`config.mk`:
```
export PLATFORM = sky130hd
export DESIGN_NAME = mem_stage_wb_master
export DESIGN_NICKNAME = d
export VERILOG_FILES = /design/src/rtl/mem_stage_wb_master.sv
export SDC_FILE = /design/constraint.sdc
export NUM_CORES = 1
export LEC_CHECK = 0
export BUFFER_PORTS_ARGS = -buffer_cell sky130_fd_sc_hd__buf_2
export CAP_MARGIN = 30
export CORE_MARGIN = 2
export CORE_UTILIZATION = 40
export DETAILED_ROUTE_END_ITERATION = 16
export GPL_TIMING_DRIVEN = 0
export PLACE_DENSITY = 0.76
export SLEW_MARGIN = 20
export SYNTH_ARGS = -nofsm -noshare
export SYNTH_HDL_FRONTEND = slang
export SYNTH_SLANG_ARGS = --single-unit
export TNS_END_PERCENT = 5
```
`constraint.sdc`:
```
create_clock -name clk -period 4.2 [get_ports clk]
set_input_delay 0.84 -clock clk [delete_from_list [all_inputs] [get_ports clk]]
set_output_delay 0.84 -clock clk [all_outputs]
set_load 0.005 [all_outputs]
```
`src/rtl/mem_stage_wb_master.sv`:
```
// mem_stage_wb_master
//   Data-memory Wishbone master for the MEM pipeline stage. Takes one
//   load/store from the EX/MEM register and runs one classic single
//   read/write cycle for it. It holds the finished result until EX/MEM
//   advances, so a held entry never causes a second access.
//
//   state | meaning
//   ------+-------------------------------------------------------------
//   IDLE  | no access in flight; starts a cycle when an aligned request is
//         | present
//   BUSY  | cyc/stb asserted, waiting for wb_ack_i
//   DONE  | access finished, result held until stage_advance
//
// Ports
//   clk, reset            clock, async active-high reset
//   req_*                 request from EX/MEM (valid, we, funct3, addr, wdata)
//   stage_advance         EX/MEM loads a new entry this edge
//   busy                  stall request to the stall/flush controller
//   misaligned            current request is misaligned (no bus cycle)
//   rdata, rdata_valid    extended load result, valid in DONE
//   wb_*                  Wishbone classic master interface
module mem_stage_wb_master #(
  parameter int ADDR_WIDTH = 32,
  parameter int DATA_WIDTH = 32
) (
  input  logic                    clk,
  input  logic                    reset,
  input  logic                    req_valid,
  input  logic                    req_we,
  input  logic [2:0]              req_funct3,
  input  logic [ADDR_WIDTH-1:0]   req_addr,
  input  logic [DATA_WIDTH-1:0]   req_wdata,
  input  logic                    stage_advance,
  output logic                    busy,
  output logic                    misaligned,
  output logic [DATA_WIDTH-1:0]   rdata,
  output logic                    rdata_valid,
  output logic                    wb_cyc_o,
  output logic                    wb_stb_o,
  output logic                    wb_we_o,
  output logic [ADDR_WIDTH-1:0]   wb_adr_o,
  output logic [DATA_WIDTH-1:0]   wb_dat_o,
  output logic [DATA_WIDTH/8-1:0] wb_sel_o,
  input  logic [DATA_WIDTH-1:0]   wb_dat_i,
  input  logic                    wb_ack_i
);

  localparam int SEL_W = DATA_WIDTH / 8;

  typedef enum logic [1:0] {IDLE, BUSY, DONE} state_t;

  state_t      state;
  logic        we_q;
  logic [2:0]  f3_q;
  logic [1:0]  off_q;

  logic                  is_byte;
  logic                  is_half;
  logic                  misal_raw;
  logic                  start;
  logic [SEL_W-1:0]      sel_next;
  logic [DATA_WIDTH-1:0] dat_next;
  logic [DATA_WIDTH-1:0] shifted;
  logic [DATA_WIDTH-1:0] load_ext;

  // Any funct3 that is not a byte or halfword code behaves as a word access.
  always_comb begin
    is_byte = (req_funct3 == 3'b000) || (req_funct3 == 3'b100);
    is_half = (req_funct3 == 3'b001) || (req_funct3 == 3'b101);
  end

  always_comb begin
    misal_raw = 1'b0;
    if (is_half)
      misal_raw = req_addr[0];
    else if (!is_byte)
      misal_raw = (req_addr[1:0] != 2'b00);
  end

  assign misaligned = !reset && req_valid && misal_raw;
  assign start      = req_valid && !misal_raw;
  assign busy       = !reset && (((state == IDLE) && start) || (state == BUSY));

  // Lane select and store data are replicated across lanes, so the slave
  // only has to honour sel.
  always_comb begin
    sel_next = '1;
    dat_next = req_wdata;
    if (is_byte) begin
      sel_next = SEL_W'(1) << req_addr[1:0];
      dat_next = {4{req_wdata[7:0]}};
    end else if (is_half) begin
      sel_next = SEL_W'(3) << req_addr[1:0];
      dat_next = {2{req_wdata[15:0]}};
    end
  end

  // Load extraction uses the latched byte offset, because wb_adr_o is
  // word aligned.
  always_comb begin
    shifted = wb_dat_i >> {off_q, 3'b000};
    case (f3_q)
      3'b000:  load_ext = {{(DATA_WIDTH-8){shifted[7]}},   shifted[7:0]};
      3'b100:  load_ext = {{(DATA_WIDTH-8){1'b0}},         shifted[7:0]};
      3'b001:  load_ext = {{(DATA_WIDTH-16){shifted[15]}}, shifted[15:0]};
      3'b101:  load_ext = {{(DATA_WIDTH-16){1'b0}},        shifted[15:0]};
      default: load_ext = shifted;
    endcase
  end

  always_ff @(posedge clk or posedge reset) begin
    if (reset) begin
      state       <= IDLE;
      we_q        <= 1'b0;
      f3_q        <= 3'b000;
      off_q       <= 2'b00;
      rdata       <= '0;
      rdata_valid <= 1'b0;
      wb_cyc_o    <= 1'b0;
      wb_stb_o    <= 1'b0;
      wb_we_o     <= 1'b0;
      wb_adr_o    <= '0;
      wb_dat_o    <= '0;
      wb_sel_o    <= '0;
    end else begin
      case (state)
        IDLE: begin
          rdata_valid <= 1'b0;
          if (start) begin
            we_q     <= req_we;
            f3_q     <= req_funct3;
            off_q    <= req_addr[1:0];
            wb_adr_o <= {req_addr[ADDR_WIDTH-1:2], 2'b00};
            wb_dat_o <= dat_next;
            wb_sel_o <= sel_next;
            wb_we_o  <= req_we;
            wb_cyc_o <= 1'b1;
            wb_stb_o <= 1'b1;
            state    <= BUSY;
          end
        end
        BUSY: begin
          if (wb_ack_i) begin
            wb_cyc_o    <= 1'b0;
            wb_stb_o    <= 1'b0;
            wb_we_o     <= 1'b0;
            rdata_valid <= !we_q;
            if (!we_q)
              rdata <= load_ext;
            state <= DONE;
          end
        end
        DONE: begin
          // Stay here while EX/MEM is stalled, even with req_valid still
          // high, so the same entry is never serviced twice.
          if (stage_advance) begin
            rdata_valid <= 1'b0;
            state       <= IDLE;
          end
        end
        default: state <= IDLE;
      endcase
    end
  end

endmodule

```
# Yosys cells after proc, flatten, opt, wreduce, memory -nomap -nowiden
# Cells that the tools add are included.
# word_totals
inputBits	105
out_inout_bits	106
elab_cells	67
regBits	109
# classes
mux	19
shifts	3
bitwise	1
reduce_logical	22
eq_ne	11
# ops
cell	count
32-bit one-hot mux with 4 select lines	1
32-bit two-way mux	2
32-bit by 5-bit right shift with 32-bit output	1
3-bit == test (second input constant)	4
3-bit AND reduction	4
4-bit two-way mux	2
1-bit two-way mux	7
3-bit by 1-bit == test with 1-bit output (second input constant)	2
3-bit zero test	2
2-bit two-way mux	3
2-bit != test (second input constant)	3
2-bit one-hot mux with 3 select lines	1
1-bit logical AND	5
1-bit one-hot mux with 2 select lines	2
2-bit nonzero test	2
1-bit by 2-bit left shift with 4-bit output (first input constant)	1
2-bit by 2-bit left shift with 4-bit output (first input constant)	1
1-bit zero test	3
1-bit logical OR	3
1-bit one-hot mux with 3 select lines	1
3-bit nonzero test	1
2-bit by 1-bit == test with 1-bit output (second input constant)	1
2-bit == test (second input constant)	1
2-bit zero test	1
other kinds (2)	2

# Logic depth before layout (Yosys ltp)
# Gate-level depths: netlist (run 1).
# depth
depth_word	9
ltp_mapped	8
mapped_depth_nobuf	6

# Worst setup path after synthesis (run 1)
# Ideal clock, no wire load.
# synth_timing
path_kind	input to output
from	input reset
to	output misaligned
path_stages	3
arrival_time_ns	3.450
t_required_ns	3.360
path_slack_ns	-0.090
n_path_buf	0
path_cell_list	inv_1 -> nand2_1 -> a21oi_1
# synth_via
elab_chain_cells	3
# synth_rtl
item	line_no	source
start: declaration	27	input logic reset,
1-bit zero test (no line)	-	
1-bit logical AND (2 in a row)	80	assign misaligned = !reset && req_valid && misal_raw;
end: declaration	35	output logic misaligned,
# Every way passes these cells.

# Worst setup path after layout (run 1)
# layout_timing
from	input req_addr[0]
to	output busy
# layout_via
elab_chain_cells	8
# layout_rtl
item	line_no	source
start: declaration	31	input logic [ADDR_WIDTH-1:0] req_addr,
2-bit nonzero test	77	misal_raw = (req_addr[1:0] != 2'b00);
1-bit two-way mux	76	else if (!is_byte)
1-bit two-way mux *	74	if (is_half)
1-bit zero test *	81	assign start = req_valid && !misal_raw;
1-bit logical AND *	81	
1-bit logical AND *	82	assign busy = !reset && (((state == IDLE) && start) || (state == BUSY));
1-bit logical OR *	82	
1-bit logical AND *	82	
end: declaration	34	output logic busy,
# Every way passes the cells marked *; elsewhere a longest branch is shown, timed or not.

==> results of run 1 <==
## power groups by stage
stage / logic, mW / registers (mW) / clock network (mW)
final: 1.70 / 1.80 / 0.851
after floorplan: 0.898 / 1.83 / 0
after global routing: 1.90 / 1.86 / 0.912
after global placement: 1.68 / 1.78 / 0
after detailed placement: 1.72 / 1.82 / 0
after CTS: 1.72 / 1.81 / 0.869
## placed cells by master, fill, tap and decap left out, drive strengths merged, types with 2 or more instances in the layout
cell type / instances
mux2i: 41
o22a: 8
nor2: 33
conb: 2
mux2: 48
nor2b: 11
dfrtp: 109
mux4: 2
ha: 4
o21ai: 44
nand2: 46
clkinv: 2
a211oi: 9
clkinvlp: 3
nand2b: 6
inv: 5
nand3b: 2
clkbuf: 16
a21oi: 34
a22o: 7
buf: 234
## registers in the layout, summed over array words and instances (netlist names), 2 cells and up
name,flops
state,2
wb_adr_o,30
wb_sel_o,4
f3_q,3
rdata,32
wb_dat_o,32
off_q,2
## cells by family after synthesis
logic type	count (synthesis)
DFF	109
AOI/OAI and AO/OA	107
buffers and inverters	36
and+or+nand+nor	102
adders and majority gates	4
muxes	91
other	1
## critical path: stages
cell and delay, ns:
sky130_fd_sc_hd__buf_2 0.13, sky130_fd_sc_hd__inv_1 0.12, sky130_fd_sc_hd__ha_1 0.21, sky130_fd_sc_hd__nand2b_1 0.15, sky130_fd_sc_hd__nand4_2 0.24, sky130_fd_sc_hd__buf_2 0.31
sky130_fd_sc_hd__buf_2 0.21, sky130_fd_sc_hd__a21oi_1 0.16, sky130_fd_sc_hd__buf_2 0.13
## worst max path at each step
stage                startpoint         end  slack, ns  cells past startpoint
global route        req_addr[0]        busy       0.72                      9
finish              req_addr[0]        busy       0.84                      9
CTS                 req_addr[0]        busy       0.79                      9
global placement          reset  misaligned      -0.19                      5
floorplan                 reset  misaligned       0.70                      3
detailed placement  req_addr[0]        busy       0.81                      9
## per-layer routing
metal | up-vias | routed length (um)
li1 | 2017 | -
met1 | 2057 | 6165
met2 | 194 | 7038
met3 | 31 | 1125
met4 | 0 | 469
met5 | - | 0
## metrics by stage
stage | hold WS (ns) | instance area [um^2] | worst slack (ns) | utilization [%]
3_5_place_dp | 0.4651 | 6400 | 0.8087 | 51.13
5_1_grt | 0.5054 | 6689 | 0.7211 | 53.44
3_3_place_gp | 0.4599 | 6340 | -0.1884 | 50.65
6_report | 0.4756 | 6689 | 0.8444 | 53.44
2_1_floorplan | 0.4646 | 5089 | 0.7000 | -
4_1_cts | 0.4815 | 6689 | 0.7895 | 53.44
## area by class of cell
class | count | area [um^2] | area share, %
Buffer | 31 | 156.4 | 2.338
Inverter | 5 | 22.52 | 0.3367
Tap cell | 172 | 215.2 | 3.217
Timing Repair Buffer | 210 | 1096 | 16.39
Multi-Input combinational cell | 306 | 2182 | 32.62
Sequential cell | 109 | 2728 | 40.78
Clock buffer | 9 | 225.2 | 3.367
Clock inverter | 6 | 63.81 | 0.9540
==> impl_results.html, run 1 <==
<table>
<tr><th>Metric</th><th>Value</th></tr>
<tr><th colspan="2">Power and ir drop</th></tr>
<tr><td>Clock network power share</td><td>19.5%</td></tr>
<tr><td>Worst ir drop on vdd</td><td>0.3053 mV</td></tr>
<tr><td>PwrDens</td><td>651.2 mW/mm^2</td></tr>
<tr><td>Reported net switching power</td><td>1.509 mW</td></tr>
<tr><td>Proportion of power drawn by combinational gates</td><td>39.1%</td></tr>
<tr><td>Net switching fraction of the power</td><td>34.63%</td></tr>
<tr><td>Share of total power in sequential cells</td><td>41.3%</td></tr>
<tr><td>Total chip power</td><td>4.356 mW</td></tr>
<tr><td>Static Leak</td><td>3.292 nW</td></tr>
<tr><td>Internal power</td><td>2.848 mW</td></tr>
<tr><th colspan="2">Yosys</th></tr>
<tr><td>Cells after Synth</td><td>450</td></tr>
<tr><td>Count of yosys warnings during synthesis</td><td>0</td></tr>
<tr><td>Post-synthesis register bit count</td><td>109</td></tr>
<tr><td>Complex-gate fraction of the synthesized area</td><td>13.35%</td></tr>
<tr><td>Number of enable-type register cells in the synthesized netlist</td><td>0</td></tr>
<tr><td>Synth Cell Area</td><td>0.005081 mm^2</td></tr>
<tr><td>Xor and xnor area share after synthesis</td><td>0%</td></tr>
<tr><td>Biggest area contributors in the synthesized netlist</td><td>sky130_fd_sc_hd__dfrtp_1 (54%), sky130_fd_sc_hd__mux2_2 (10%), sky130_fd_sc_hd__mux2i_1 (8.1%)</td></tr>
<tr><td>Mux contribution to synthesized area</td><td>19.60%</td></tr>
<tr><td>Number of unique standard cell types used by synthesis</td><td>36</td></tr>
<tr><td>Adder-cell share of the synthesized area</td><td>0.9850%</td></tr>
<tr><td>Post-synthesis area per instance</td><td>11.29 um^2</td></tr>
<tr><td>Post-synth top area share</td><td>53.68%</td></tr>
<tr><td>Fraction of synthesis flops using an asynchronous set or reset pin</td><td>100.0%</td></tr>
<tr><td>Top-count cell post-synth</td><td>sky130_fd_sc_hd__dfrtp_1</td></tr>
<tr><td>Post-synthesis cell type with the largest combined area</td><td>sky130_fd_sc_hd__dfrtp_1</td></tr>
<tr><td>Synth Area in Simple Gates</td><td>8.865%</td></tr>
<tr><td>Largest family of logic cells by synthesized area</td><td>multiplexers</td></tr>
<tr><td>Fraction of the yosys area taken by sequential cells</td><td>53.68%</td></tr>
<tr><td>Primary flip-flop cell chosen by synthesis mapping</td><td>sky130_fd_sc_hd__dfrtp_1</td></tr>
<tr><td>Most frequent cells after synthesis</td><td>sky130_fd_sc_hd__dfrtp_1 (109), sky130_fd_sc_hd__mux2_2 (46), sky130_fd_sc_hd__nand2_1 (46)</td></tr>
<tr><th colspan="2">Min path</th></tr>
<tr><td>Min-Delay Path Class</td><td>reg2reg</td></tr>
<tr><td>Launch point of the worst hold path</td><td>wb_dat_o[16]</td></tr>
<tr><td>Cell depth of the worst min-delay path</td><td>2</td></tr>
<tr><td>Terminating pin of the worst hold path</td><td>wb_dat_o[16]</td></tr>
<tr><th colspan="2">Clock network</th></tr>
<tr><td>Maximum level of the CTS H-tree</td><td>3</td></tr>
<tr><td>Buffers inserted by post-CTS timing repair</td><td>0</td></tr>
<tr><td>Number of gates resized after CTS</td><td>0</td></tr>
<tr><td>Buffer depth of the longest clock path</td><td>2</td></tr>
<tr><td>Clock-pin slew on the worst setup and hold paths</td><td>0.07 ns</td></tr>
<tr><td>Number of buffers added to fix hold violations after cts</td><td>0</td></tr>
<tr><td>CTS sink count</td><td>109</td></tr>
<tr><td>Number of buffers added by the clock tree synthesis step</td><td>9</td></tr>
<tr><td>Buffer type at the clock tree root</td><td>sky130_fd_sc_hd__clkbuf_16</td></tr>
<tr><td>CTS tree</td><td>done</td></tr>
<tr><td>Clock Latency Late Sink</td><td>0.35 ns</td></tr>
<tr><th colspan="2">Detailed routing</th></tr>
<tr><td>Final antenna-violating net count</td><td>0</td></tr>
<tr><td>Vias/cell</td><td>5.070</td></tr>
<tr><td>Post-DR wirelength/cell</td><td>17.45 um</td></tr>
<tr><td>Vias after detailed routing</td><td>4299</td></tr>
<tr><td>1st-pass router iterations</td><td>4</td></tr>
<tr><td>Number of remaining DRC errors</td><td>0</td></tr>
<tr><td>Total wire length after detailed routing</td><td>14800 um</td></tr>
<tr><td>1st-iter DRT viols</td><td>183</td></tr>
<tr><th colspan="2">Global routing</th></tr>
<tr><td>Global routing usage summed across all routing layers</td><td>22.08%</td></tr>
<tr><td>Remaining Overflow, GRT</td><td>0</td></tr>
<tr><td>Largest net degree at the start of global routing</td><td>37</td></tr>
<tr><td>Met2 routing resource usage after global routing</td><td>36.88%</td></tr>
<tr><td>Met3 capacity usage during global routing</td><td>5.293%</td></tr>
<tr><td>Fraction of met1 tracks used by global routing</td><td>26.69%</td></tr>
<tr><td>Via count of the first global-routing pass</td><td>4456</td></tr>
<tr><td>Busiest grt layer</td><td>met2</td></tr>
<tr><td>Initial antenna violation count</td><td>0</td></tr>
<tr><td>Global-route wire length before repair</td><td>22790 um</td></tr>
<tr><th colspan="2">Setup path</th></tr>
<tr><td>Launching point of the worst reg2reg path</td><td>off_q[1]</td></tr>
<tr><td>Kind of end point of the critical path</td><td>output port</td></tr>
<tr><td>Largest fanout of any net on the critical path</td><td>10</td></tr>
<tr><td>Arrival @ worst endpoint</td><td>2.52 ns</td></tr>
<tr><td>Endpoint of the most critical register-to-register path</td><td>rdata[31]</td></tr>
<tr><td>Register-to-register setup slack</td><td>2.40 ns</td></tr>
<tr><td>Cell count of the worst reg-to-reg path</td><td>6</td></tr>
<tr><td>Startpoint Class</td><td>primary input</td></tr>
<tr><td>CP Data Required Time</td><td>3.36 ns</td></tr>
<tr><td>Worst setup path class</td><td>in2out</td></tr>
<tr><th colspan="2">Place</th></tr>
<tr><td>Number of placed cells counting well taps</td><td>833</td></tr>
<tr><td>Global placement routability congestion</td><td>0.8281</td></tr>
<tr><td>I/O Buffers</td><td>207</td></tr>
<tr><td>Detailed placer's ending HPWL</td><td>11640 um</td></tr>
<tr><th colspan="2">Layout</th></tr>
<tr><td>Number of fill cells in the layout</td><td>1158</td></tr>
<tr><td>Number of nets in the finished design</td><td>781</td></tr>
<tr><td>Layout overhead on the synthesized area</td><td>31.64%</td></tr>
<tr><td>Share of cells above drive strength 1</td><td>44.67%</td></tr>
<tr><td>Number of non-filler instances in the completed layout</td><td>848</td></tr>
<tr><td>Number of diodes</td><td>0</td></tr>
<tr><th colspan="2">Floorplan</th></tr>
<tr><td>Initial Utilization</td><td>40.59%</td></tr>
<tr><td>Die span in y</td><td>116.7 um</td></tr>
<tr><td>Rows</td><td>41</td></tr>
<tr><td>Die outline area</td><td>0.01362 mm^2</td></tr>
<tr><td>Die X</td><td>116.7 um</td></tr>
<tr><td>I/O pin total</td><td>211</td></tr>
<tr><td>Core area</td><td>0.01252 mm^2</td></tr>
<tr><th colspan="2">Timing</th></tr>
<tr><td>Setup tns final</td><td>0 ns</td></tr>
<tr><td>Final slew viol count</td><td>0</td></tr>
<tr><td>Final critical-path required period</td><td>3.356 ns</td></tr>
<tr><td>Worst slew margin relative to its limit</td><td>50.96%</td></tr>
<tr><td>Number of hold violations in the final report</td><td>0</td></tr>
<tr><td>Transition time of the tightest slew-check pin</td><td>0.7356 ns</td></tr>
<tr><td>Highest clock rate</td><td>298.0 MHz</td></tr>
<tr><td>Number of endpoints failing setup at the final stage</td><td>0</td></tr>
<tr><td>Clock Skews</td><td>0.005183 ns</td></tr>
<tr><td>Setup repair after global routing missed its margin</td><td>no</td></tr>
<tr><td>Ratio of final minimum period to clock period</td><td>79.89%</td></tr>
<tr><th colspan="2">Job</th></tr>
<tr><td>Max-capacitance violation count</td><td>0</td></tr>
<tr><th colspan="2">Status</th></tr>
<tr><td>Outcome</td><td>complete, no violations</td></tr>
</table>
No activity file was read; power rests on OpenSTA's default activity.
==> run 2: changes to the inputs <==
Settings changed: ABC_AREA set to 1, PLACE_DENSITY 0.76 to 0.75.
Clock period 4.2 ns to 2.75 ns, I/O delays scaled along.
==> run 2 against run 1 <==
  * Clock power rose by 59%
  * First-iteration DRC count rose by 71%
  * Combinational power rose by 65%
  * Via count rose by 26%
  * Register-to-register slack got worse by 1.2 ns
  * Clock skew rose by 0.0067 ns
  * Critical path depth rose by 1
  * Die area rose by 7.6%
  * Critical path type unchanged
  * Largest cell class unchanged
==> impl_results.html, run 2 <==
<table>
<tr><th>Metric</th><th>Value</th></tr>
<tr><th colspan="2">Status</th></tr>
<tr><td>Outcome</td><td>complete, no violations (unchanged)</td></tr>
<tr><th colspan="2">Yosys</th></tr>
<tr><td>Biggest area contributors in the synthesized netlist</td><td>sky130_fd_sc_hd__dfrtp_1 (50%), sky130_fd_sc_hd__nand2_1 (26%), sky130_fd_sc_hd__nand3_1 (5.3%) (was sky130_fd_sc_hd__dfrtp_1 (54%), sky130_fd_sc_hd__mux2_2 (10%), sky130_fd_sc_hd__mux2i_1 (8.1%))</td></tr>
<tr><td>Fraction of synthesis flops using an asynchronous set or reset pin</td><td>100.0% (unchanged)</td></tr>
<tr><td>Count of yosys warnings during synthesis</td><td>0 (unchanged)</td></tr>
<tr><td>Top-count cell post-synth</td><td>sky130_fd_sc_hd__nand2_1 (was sky130_fd_sc_hd__dfrtp_1)</td></tr>
<tr><td>Cells after Synth</td><td>737 (was 450)</td></tr>
<tr><td>Synth Cell Area</td><td>0.005479 mm^2 (was 0.005081 mm^2)</td></tr>
<tr><td>Fraction of the yosys area taken by sequential cells</td><td>49.78% (was 53.68%)</td></tr>
<tr><td>Primary flip-flop cell chosen by synthesis mapping</td><td>sky130_fd_sc_hd__dfrtp_1 (unchanged)</td></tr>
<tr><td>Number of enable-type register cells in the synthesized netlist</td><td>0 (unchanged)</td></tr>
<tr><td>Post-synthesis area per instance</td><td>7.434 um^2 (was 11.29 um^2)</td></tr>
<tr><td>Number of unique standard cell types used by synthesis</td><td>29 (was 36)</td></tr>
<tr><td>Post-synthesis register bit count</td><td>109 (unchanged)</td></tr>
<tr><td>Post-synthesis cell type with the largest combined area</td><td>sky130_fd_sc_hd__dfrtp_1 (unchanged)</td></tr>
<tr><td>Most frequent cells after synthesis</td><td>sky130_fd_sc_hd__nand2_1 (383), sky130_fd_sc_hd__dfrtp_1 (109), sky130_fd_sc_hd__nand3_1 (58) (was sky130_fd_sc_hd__dfrtp_1 (109), sky130_fd_sc_hd__mux2_2 (46), sky130_fd_sc_hd__nand2_1 (46))</td></tr>
<tr><td>Post-synth top area share</td><td>49.78% (was 53.68%)</td></tr>
<tr><th colspan="2">Timing</th></tr>
<tr><td>Setup repair after global routing missed its margin</td><td>no (unchanged)</td></tr>
<tr><td>Clock Skews</td><td>0.01191 ns (was 0.005183 ns)</td></tr>
<tr><td>Final critical-path required period</td><td>2.460 ns</td></tr>
<tr><td>Number of hold violations in the final report</td><td>0 (unchanged)</td></tr>
<tr><td>Highest clock rate</td><td>406.6 MHz</td></tr>
<tr><td>Ratio of final minimum period to clock period</td><td>89.44%</td></tr>
<tr><td>Final slew viol count</td><td>0 (unchanged)</td></tr>
<tr><td>Number of endpoints failing setup at the final stage</td><td>0 (unchanged)</td></tr>
<tr><td>Transition time of the tightest slew-check pin</td><td>0.5978 ns (was 0.7356 ns)</td></tr>
<tr><td>Worst slew margin relative to its limit</td><td>60.15% (was 50.96%)</td></tr>
<tr><th colspan="2">Global routing</th></tr>
<tr><td>Global routing usage summed across all routing layers</td><td>22.63% (was 22.08%)</td></tr>
<tr><td>Remaining Overflow, GRT</td><td>0 (unchanged)</td></tr>
<tr><td>Via count of the first global-routing pass</td><td>5199 (was 4456)</td></tr>
<tr><td>Largest net degree at the start of global routing</td><td>35 (was 37)</td></tr>
<tr><td>Initial antenna violation count</td><td>3 (was 0)</td></tr>
<tr><td>Global-route wire length before repair</td><td>25820 um (was 22790 um)</td></tr>
<tr><th colspan="2">Clock network</th></tr>
<tr><td>Buffer depth of the longest clock path</td><td>2 (unchanged)</td></tr>
<tr><td>Buffer type at the clock tree root</td><td>sky130_fd_sc_hd__clkbuf_16 (unchanged)</td></tr>
<tr><td>Number of buffers added by the clock tree synthesis step</td><td>9 (unchanged)</td></tr>
<tr><td>CTS tree</td><td>done (unchanged)</td></tr>
<tr><td>Clock Latency Late Sink</td><td>0.35 ns (about the same)</td></tr>
<tr><td>Number of buffers added to fix hold violations after cts</td><td>0 (unchanged)</td></tr>
<tr><td>Maximum level of the CTS H-tree</td><td>3 (unchanged)</td></tr>
<tr><td>CTS sink count</td><td>109 (unchanged)</td></tr>
<tr><td>Buffers inserted by post-CTS timing repair</td><td>0 (unchanged)</td></tr>
<tr><td>Clock-pin slew on the worst setup and hold paths</td><td>0.08 ns (was 0.07 ns)</td></tr>
<tr><td>Number of gates resized after CTS</td><td>0 (unchanged)</td></tr>
<tr><th colspan="2">Floorplan</th></tr>
<tr><td>Rows</td><td>42 (was 41)</td></tr>
<tr><td>Initial Utilization</td><td>41.21% (was 40.59%)</td></tr>
<tr><td>I/O pin total</td><td>211 (unchanged)</td></tr>
<tr><td>Core area</td><td>0.01330 mm^2 (was 0.01252 mm^2)</td></tr>
<tr><td>Die span in y</td><td>121.0 um (was 116.7 um)</td></tr>
<tr><td>Die X</td><td>121.0 um (was 116.7 um)</td></tr>
<tr><td>Die outline area</td><td>0.01465 mm^2 (was 0.01362 mm^2)</td></tr>
<tr><th colspan="2">Detailed routing</th></tr>
<tr><td>1st-pass router iterations</td><td>5 (was 4)</td></tr>
<tr><td>Post-DR wirelength/cell</td><td>14.01 um (was 17.45 um)</td></tr>
<tr><td>1st-iter DRT viols</td><td>313 (was 183)</td></tr>
<tr><td>Total wire length after detailed routing</td><td>16000 um (was 14800 um)</td></tr>
<tr><td>Vias/cell</td><td>4.760 (was 5.070)</td></tr>
<tr><td>Vias after detailed routing</td><td>5436 (was 4299)</td></tr>
<tr><td>Number of remaining DRC errors</td><td>0 (unchanged)</td></tr>
<tr><td>Final antenna-violating net count</td><td>0 (unchanged)</td></tr>
<tr><th colspan="2">Layout</th></tr>
<tr><td>Final non-filler cell area</td><td>0.007118 mm^2 (was 0.006689 mm^2)</td></tr>
<tr><td>Most common cell after layout, fill and taps aside</td><td>sky130_fd_sc_hd__nand2_1 (was sky130_fd_sc_hd__buf_2)</td></tr>
<tr><td>Share of cells above drive strength 1</td><td>30.67% (was 44.67%)</td></tr>
<tr><td>Most frequent cells in the layout</td><td>sky130_fd_sc_hd__nand2_1 (383), sky130_fd_sc_hd__buf_2 (223), sky130_fd_sc_hd__dfrtp_1 (109), sky130_fd_sc_hd__nand3_1 (58), sky130_fd_sc_hd__inv_1 (37) (was sky130_fd_sc_hd__buf_2 (224), sky130_fd_sc_hd__dfrtp_1 (109), sky130_fd_sc_hd__mux2_2 (46), sky130_fd_sc_hd__nand2_1 (46))</td></tr>
<tr><td>Number of nets in the finished design</td><td>1069 (was 781)</td></tr>
<tr><td>Layout overhead on the synthesized area</td><td>29.92% (was 31.64%)</td></tr>
<tr><td>Number of non-filler instances in the completed layout</td><td>1142 (was 848)</td></tr>
<tr><td>Largest registers</td><td>rdata: 32 flops, wb_dat_o: 32 flops, wb_adr_o: 30 flops (unchanged)</td></tr>
<tr><th colspan="2">Place</th></tr>
<tr><td>Global placement routability congestion</td><td>0.8974 (was 0.8281)</td></tr>
<tr><td>Instance area at placement</td><td>0.006808 mm^2 (was 0.006400 mm^2)</td></tr>
<tr><td>Number of placed cells counting well taps</td><td>1125 (was 833)</td></tr>
<tr><td>I/O Buffers</td><td>208 (was 207)</td></tr>
<tr><td>Detailed placer's ending HPWL</td><td>12280 um (was 11640 um)</td></tr>
<tr><th colspan="2">Power and ir drop</th></tr>
<tr><td>Net switching fraction of the power</td><td>37.68% (was 34.63%)</td></tr>
<tr><td>Clock network power share</td><td>19.7% (was 19.5%)</td></tr>
<tr><td>Static Leak</td><td>4.190 nW (was 3.292 nW)</td></tr>
<tr><td>Internal power</td><td>4.269 mW (was 2.848 mW)</td></tr>
<tr><td>PwrDens</td><td>962.3 mW/mm^2 (was 651.2 mW/mm^2)</td></tr>
<tr><td>Reported net switching power</td><td>2.581 mW (was 1.509 mW)</td></tr>
<tr><td>Proportion of power drawn by combinational gates</td><td>40.9% (was 39.1%)</td></tr>
<tr><td>Worst ir drop on vdd</td><td>0.4206 mV (was 0.3053 mV)</td></tr>
<tr><td>Share of total power in sequential cells</td><td>39.4% (was 41.3%)</td></tr>
<tr><th colspan="2">Setup path</th></tr>
<tr><td>Slowest library cell on the worst path</td><td>sky130_fd_sc_hd__buf_4 (was sky130_fd_sc_hd__buf_2)</td></tr>
<tr><td>Arrival @ worst endpoint</td><td>1.91 ns (was 2.52 ns)</td></tr>
<tr><td>Worst setup path class</td><td>in2out (unchanged)</td></tr>
<tr><td>CP Data Required Time</td><td>2.20 ns (was 3.36 ns)</td></tr>
<tr><td>Kind of end point of the critical path</td><td>output port (unchanged)</td></tr>
<tr><td>Ordered cell list for the critical path</td><td>buf_2 -&gt; inv_1 -&gt; ha_1 -&gt; inv_1 -&gt; nand2_1 -&gt; nand4_2 -&gt; buf_4 -&gt; buf_4 -&gt; a21oi_1 -&gt; buf_2 (was buf_2 -&gt; inv_1 -&gt; ha_1 -&gt; nand2b_1 -&gt; nand4_2 -&gt; buf_2 -&gt; buf_2 -&gt; a21oi_1 -&gt; buf_2)</td></tr>
<tr><td>Largest fanout of any net on the critical path</td><td>10 (unchanged)</td></tr>
<tr><td>Startpoint Class</td><td>primary input (unchanged)</td></tr>
<tr><td>Slowest cell delay on critical path</td><td>0.21 ns (was 0.31 ns)</td></tr>
<tr><td>Register-to-register setup slack</td><td>1.25 ns (was 2.40 ns)</td></tr>
<tr><th colspan="2">Min path</th></tr>
<tr><td>Min-Delay Path Class</td><td>in2async (was reg2reg)</td></tr>
<tr><th colspan="2">Job</th></tr>
<tr><td>Max-capacitance violation count</td><td>0 (unchanged)</td></tr>
</table>
run 2: cell types whose count changed after synthesis, sizes merged, moves of 22 or more:
cell   delta
inv      +38
mux2     -48
mux2i    -41
nand2   +342
nand3    +58
o21ai    -26
or2      +22
run 2: final cells by class:
class                   instances  area [um^2]
inverters                      44        171.4
clock inverters                 6        78.83
plain buffers                  42        255.2
well taps                     176        220.2
fillers                      1328         6177
multi-input cells             543         2332
diodes                          1        2.502
repair buffers                211         1101
clock buffers                  10        229.0
flip-flops and latches        109         2728
run 2: metal layers:
metal	part of all wire [%]	up-vias	track usage (%)
li1	-	2716	-
met1	42	2436	29.62
met2	45	258	35.53
met3	10	24	6.955
met4	1.8	2	7.849
met5	0.081	-	0
run 2: path summary, 6_finish.rpt:
kind | to | cells past startpoint | start
hold reg to reg | wb_adr_o[2] | 2 | wb_adr_o[2]
max in group asynchronous | rdata[2] | 4 | reset
setup / recovery | busy | 10 | req_addr[1]
setup reg to reg | rdata[13] | 7 | off_q[1]
min in group clk | wb_adr_o[8] | 3 | req_addr[8]
hold / removal | wb_adr_o[14] | 2 | reset
run 2: power by group through the flow:
stage               registers [mW]  logic [mW]  clock network (mW)
global route                  2.79        3.18                1.46
detailed placement            2.69        2.83                   0
CTS                           2.70        2.83                1.39
global placement              2.71        2.76                   0
finish                        2.70        2.80                1.35
floorplan                     2.74        1.55                   0
run 2: through the flow:
step	power, mW	hold WS [ns]	setup slack, ns	utilization [%]	TNS, ns
6_report	6.850	0.1904	0.2903	53.54	0
2_1_floorplan	4.292	0.4588	-0.1206	-	-0.1206
3_3_place_gp	5.468	0.4588	-1.027	50.75	-1.027
5_1_grt	7.436	0.2040	0.1403	53.52	0
3_5_place_dp	5.528	0.4592	0.2910	51.20	0
4_1_cts	6.918	0.1892	0.2753	53.52	0
run 2: logic make-up (layout without fill, tap and decap cells):
group	after synthesis	after routing	synth area share, %
flip-flops	109	109	49.78
adder cells (fa/ha/maj)	4	4	0.9135
AND/OR/NAND/NOR	497	497	37.45
AO/OA/AOI/OAI	40	40	4.065
buffers and inverters	86	313	7.719
other	1	3	0.06844
run 2: worst max-delay path: cells and delay by family:
kind | cells | cell delay [ns]
compound gates | 1 | 0.13
fa+ha+maj | 1 | 0.17
buf+inv | 6 | 0.84
simple gates | 2 | 0.22
==> run 3: changes to the inputs <==
Settings changed: CORE_UTILIZATION 40 to 45, PLACE_DENSITY 0.75 to 0.82.
==> run 3 against run 2 <==
  * First-iteration DRC count grew 24%
  * Critical endpoint unchanged
  * Critical path type unchanged
  * Clock-buffer cell count grew 1
  * Sequential power is essentially flat
  * Via count grew 1.7%
==> impl_results.html, run 3 (synthesized netlist as in run 2, its figures left out) <==
<table>
<tr><th>Metric</th><th>Value</th></tr>
<tr><th colspan="2">Clock network</th></tr>
<tr><td>CTS tree</td><td>done (unchanged)</td></tr>
<tr><td>Clock-pin slew on the worst setup and hold paths</td><td>0.07 ns (was 0.08 ns)</td></tr>
<tr><td>Buffer depth of the longest clock path</td><td>2 (unchanged)</td></tr>
<tr><td>CTS sink count</td><td>109 (unchanged)</td></tr>
<tr><td>Clock Latency Late Sink</td><td>0.35 ns (about the same)</td></tr>
<tr><td>Maximum level of the CTS H-tree</td><td>3 (unchanged)</td></tr>
<tr><td>Number of buffers added by the clock tree synthesis step</td><td>9 (unchanged)</td></tr>
<tr><td>Buffer type at the clock tree root</td><td>sky130_fd_sc_hd__clkbuf_16 (unchanged)</td></tr>
<tr><td>Number of buffers added to fix hold violations after cts</td><td>0 (unchanged)</td></tr>
<tr><td>Number of gates resized after CTS</td><td>0 (unchanged)</td></tr>
<tr><td>Buffers inserted by post-CTS timing repair</td><td>0 (unchanged)</td></tr>
<tr><th colspan="2">Floorplan</th></tr>
<tr><td>Die span in y</td><td>114.3 um (was 121.0 um)</td></tr>
<tr><td>Initial Utilization</td><td>45.81% (was 41.21%)</td></tr>
<tr><td>Die X</td><td>114.3 um (was 121.0 um)</td></tr>
<tr><td>Core area</td><td>0.01196 mm^2 (was 0.01330 mm^2)</td></tr>
<tr><td>Die outline area</td><td>0.01307 mm^2 (was 0.01465 mm^2)</td></tr>
<tr><td>Rows</td><td>40 (was 42)</td></tr>
<tr><td>I/O pin total</td><td>211 (unchanged)</td></tr>
<tr><th colspan="2">Setup path</th></tr>
<tr><td>Arrival @ worst endpoint</td><td>1.91 ns (about the same)</td></tr>
<tr><td>Largest fanout of any net on the critical path</td><td>10 (unchanged)</td></tr>
<tr><td>CP Data Required Time</td><td>2.20 ns (about the same)</td></tr>
<tr><td>Kind of end point of the critical path</td><td>output port (unchanged)</td></tr>
<tr><td>Launching point of the worst reg2reg path</td><td>state[1] (was off_q[1])</td></tr>
<tr><td>Crit path launch</td><td>req_addr[1] (unchanged)</td></tr>
<tr><td>Worst setup path class</td><td>in2out (unchanged)</td></tr>
<tr><td>Startpoint Class</td><td>primary input (unchanged)</td></tr>
<tr><th colspan="2">Timing</th></tr>
<tr><td>Highest clock rate</td><td>407.0 MHz (was 406.6 MHz)</td></tr>
<tr><td>Number of endpoints failing setup at the final stage</td><td>0 (unchanged)</td></tr>
<tr><td>Setup tns final</td><td>0 ns (unchanged)</td></tr>
<tr><td>Transition time of the tightest slew-check pin</td><td>0.5388 ns (was 0.5978 ns)</td></tr>
<tr><td>Worst slew margin relative to its limit</td><td>64.08% (was 60.15%)</td></tr>
<tr><td>Final critical-path required period</td><td>2.457 ns (was 2.460 ns)</td></tr>
<tr><td>Clock Skews</td><td>0.009937 ns (was 0.01191 ns)</td></tr>
<tr><td>Ratio of final minimum period to clock period</td><td>89.35% (was 89.44%)</td></tr>
<tr><td>Number of hold violations in the final report</td><td>0 (unchanged)</td></tr>
<tr><td>Final slew viol count</td><td>0 (unchanged)</td></tr>
<tr><td>Setup repair after global routing missed its margin</td><td>no (unchanged)</td></tr>
<tr><th colspan="2">Layout</th></tr>
<tr><td>Most frequent cells in the layout</td><td>sky130_fd_sc_hd__nand2_1 (383), sky130_fd_sc_hd__buf_2 (223), sky130_fd_sc_hd__dfrtp_1 (109), sky130_fd_sc_hd__nand3_1 (58), sky130_fd_sc_hd__inv_1 (37) (unchanged)</td></tr>
<tr><td>Layout overhead on the synthesized area</td><td>29.14% (was 29.92%)</td></tr>
<tr><td>Number of nets in the finished design</td><td>1069 (unchanged)</td></tr>
<tr><td>Share of cells above drive strength 1</td><td>30.67% (unchanged)</td></tr>
<tr><td>Final non-filler cell area</td><td>0.007076 mm^2 (was 0.007118 mm^2)</td></tr>
<tr><td>Largest registers</td><td>rdata: 32 flops, wb_dat_o: 32 flops, wb_adr_o: 30 flops (unchanged)</td></tr>
<tr><td>Most common cell after layout, fill and taps aside</td><td>sky130_fd_sc_hd__nand2_1 (unchanged)</td></tr>
<tr><th colspan="2">Detailed routing</th></tr>
<tr><td>1st-iter DRT viols</td><td>388 (was 313)</td></tr>
<tr><td>1st-pass router iterations</td><td>5 (unchanged)</td></tr>
<tr><td>Final antenna-violating net count</td><td>0 (unchanged)</td></tr>
<tr><td>Post-DR wirelength/cell</td><td>14.32 um (was 14.01 um)</td></tr>
<tr><td>Vias/cell</td><td>4.969 (was 4.760)</td></tr>
<tr><td>Vias after detailed routing</td><td>5531 (was 5436)</td></tr>
<tr><td>Number of remaining DRC errors</td><td>0 (unchanged)</td></tr>
<tr><td>Total wire length after detailed routing</td><td>15940 um (was 16000 um)</td></tr>
<tr><th colspan="2">Status</th></tr>
<tr><td>Outcome</td><td>complete, no violations (unchanged)</td></tr>
<tr><th colspan="2">Min path</th></tr>
<tr><td>Min-Delay Path Class</td><td>in2async (unchanged)</td></tr>
<tr><th colspan="2">Power and ir drop</th></tr>
<tr><td>PwrDens</td><td>967.1 mW/mm^2 (was 962.3 mW/mm^2)</td></tr>
<tr><td>Static Leak</td><td>4.181 nW (was 4.190 nW)</td></tr>
<tr><td>Worst ir drop on vdd</td><td>0.4463 mV (was 0.4206 mV)</td></tr>
<tr><th colspan="2">Global routing</th></tr>
<tr><td>Global routing usage summed across all routing layers</td><td>25.07% (was 22.63%)</td></tr>
<tr><td>Via count of the first global-routing pass</td><td>5369 (was 5199)</td></tr>
<tr><td>Initial antenna violation count</td><td>0 (was 3)</td></tr>
<tr><td>Largest net degree at the start of global routing</td><td>35 (unchanged)</td></tr>
<tr><td>Global-route wire length before repair</td><td>25450 um (was 25820 um)</td></tr>
<tr><td>Remaining Overflow, GRT</td><td>0 (unchanged)</td></tr>
<tr><th colspan="2">Place</th></tr>
<tr><td>I/O Buffers</td><td>208 (unchanged)</td></tr>
<tr><td>Detailed placer's ending HPWL</td><td>12240 um (was 12280 um)</td></tr>
<tr><td>Global placement routability congestion</td><td>0.9256 (was 0.8974)</td></tr>
<tr><td>Instance area at placement</td><td>0.006771 mm^2 (was 0.006808 mm^2)</td></tr>
<tr><th colspan="2">Job</th></tr>
<tr><td>Max-capacitance violation count</td><td>0 (unchanged)</td></tr>
</table>
-- run 3: worst max-delay path, stage by stage --
cell,delay (ns)
sky130_fd_sc_hd__buf_2,0.12
sky130_fd_sc_hd__inv_1,0.15
sky130_fd_sc_hd__ha_1,0.18
sky130_fd_sc_hd__inv_1,0.05
sky130_fd_sc_hd__nand2_1,0.08
sky130_fd_sc_hd__nand4_2,0.13
sky130_fd_sc_hd__buf_4,0.21
sky130_fd_sc_hd__buf_4,0.18
sky130_fd_sc_hd__a21oi_1,0.11
sky130_fd_sc_hd__buf_2,0.13
-- run 3: power breakdown --
part	total [mW]	switching [mW]	internal, mW	leakage [nW]
registers	2.71	0.401	2.31	1.34
clock network	1.33	0.595	0.734	0.142
logic	2.80	1.57	1.23	2.70
total	6.84	2.57	4.28	4.18
-- run 3: area by class of cell --
type                       instances  area, um^2
tap                              147       183.9
clock inverter                     5       58.81
fill                            1139        4886
timing repair buffer             211        1101
buffer                            42       255.2
sequential                       109        2728
antenna                            1       2.502
multi-input combinational        543        2332
clock buffer                      11       242.7
inverter                          44       171.4
-- run 3: routing by layer --
metal  GRT usage, %  routed length [um]  vias to the layer above  share of wire [%]
met5              0                   0                        -                  0
met2          41.03                7476                      241                 47
li1               -                   -                     2709                  -
met4          11.22                 377                        0                2.4
met1          31.08                6739                     2553                 42
met3          6.935                1344                       28                8.4
-- run 3: final timing paths --
check	slack, ns	end	cells after the start
hold / removal	0.19	wb_adr_o[15]	2
min in group clk	0.39	wb_adr_o[28]	3
setup / recovery	0.29	busy	10
setup reg to reg	1.22	wb_dat_o[17]	6
hold reg to reg	0.47	rdata[0]	2
max in group asynchronous	1.84	rdata[8]	4
-- run 3: per-stage QoR --
step | total power [mW] | std cells | setup WS (ns) | utilization [%] | hold slack (ns)
2_1_floorplan | 4.292 | 738 | -0.1206 | - | 0.4588
3_3_place_gp | 5.440 | 1093 | -0.9781 | 56.11 | 0.4573
3_5_place_dp | 5.526 | 1096 | 0.3125 | 56.61 | 0.4605
4_1_cts | 6.878 | 1112 | 0.2995 | 59.13 | 0.1967
5_1_grt | 7.377 | 1112 | 0.1301 | 59.13 | 0.2167
6_report | 6.843 | 1113 | 0.2930 | 59.15 | 0.1944
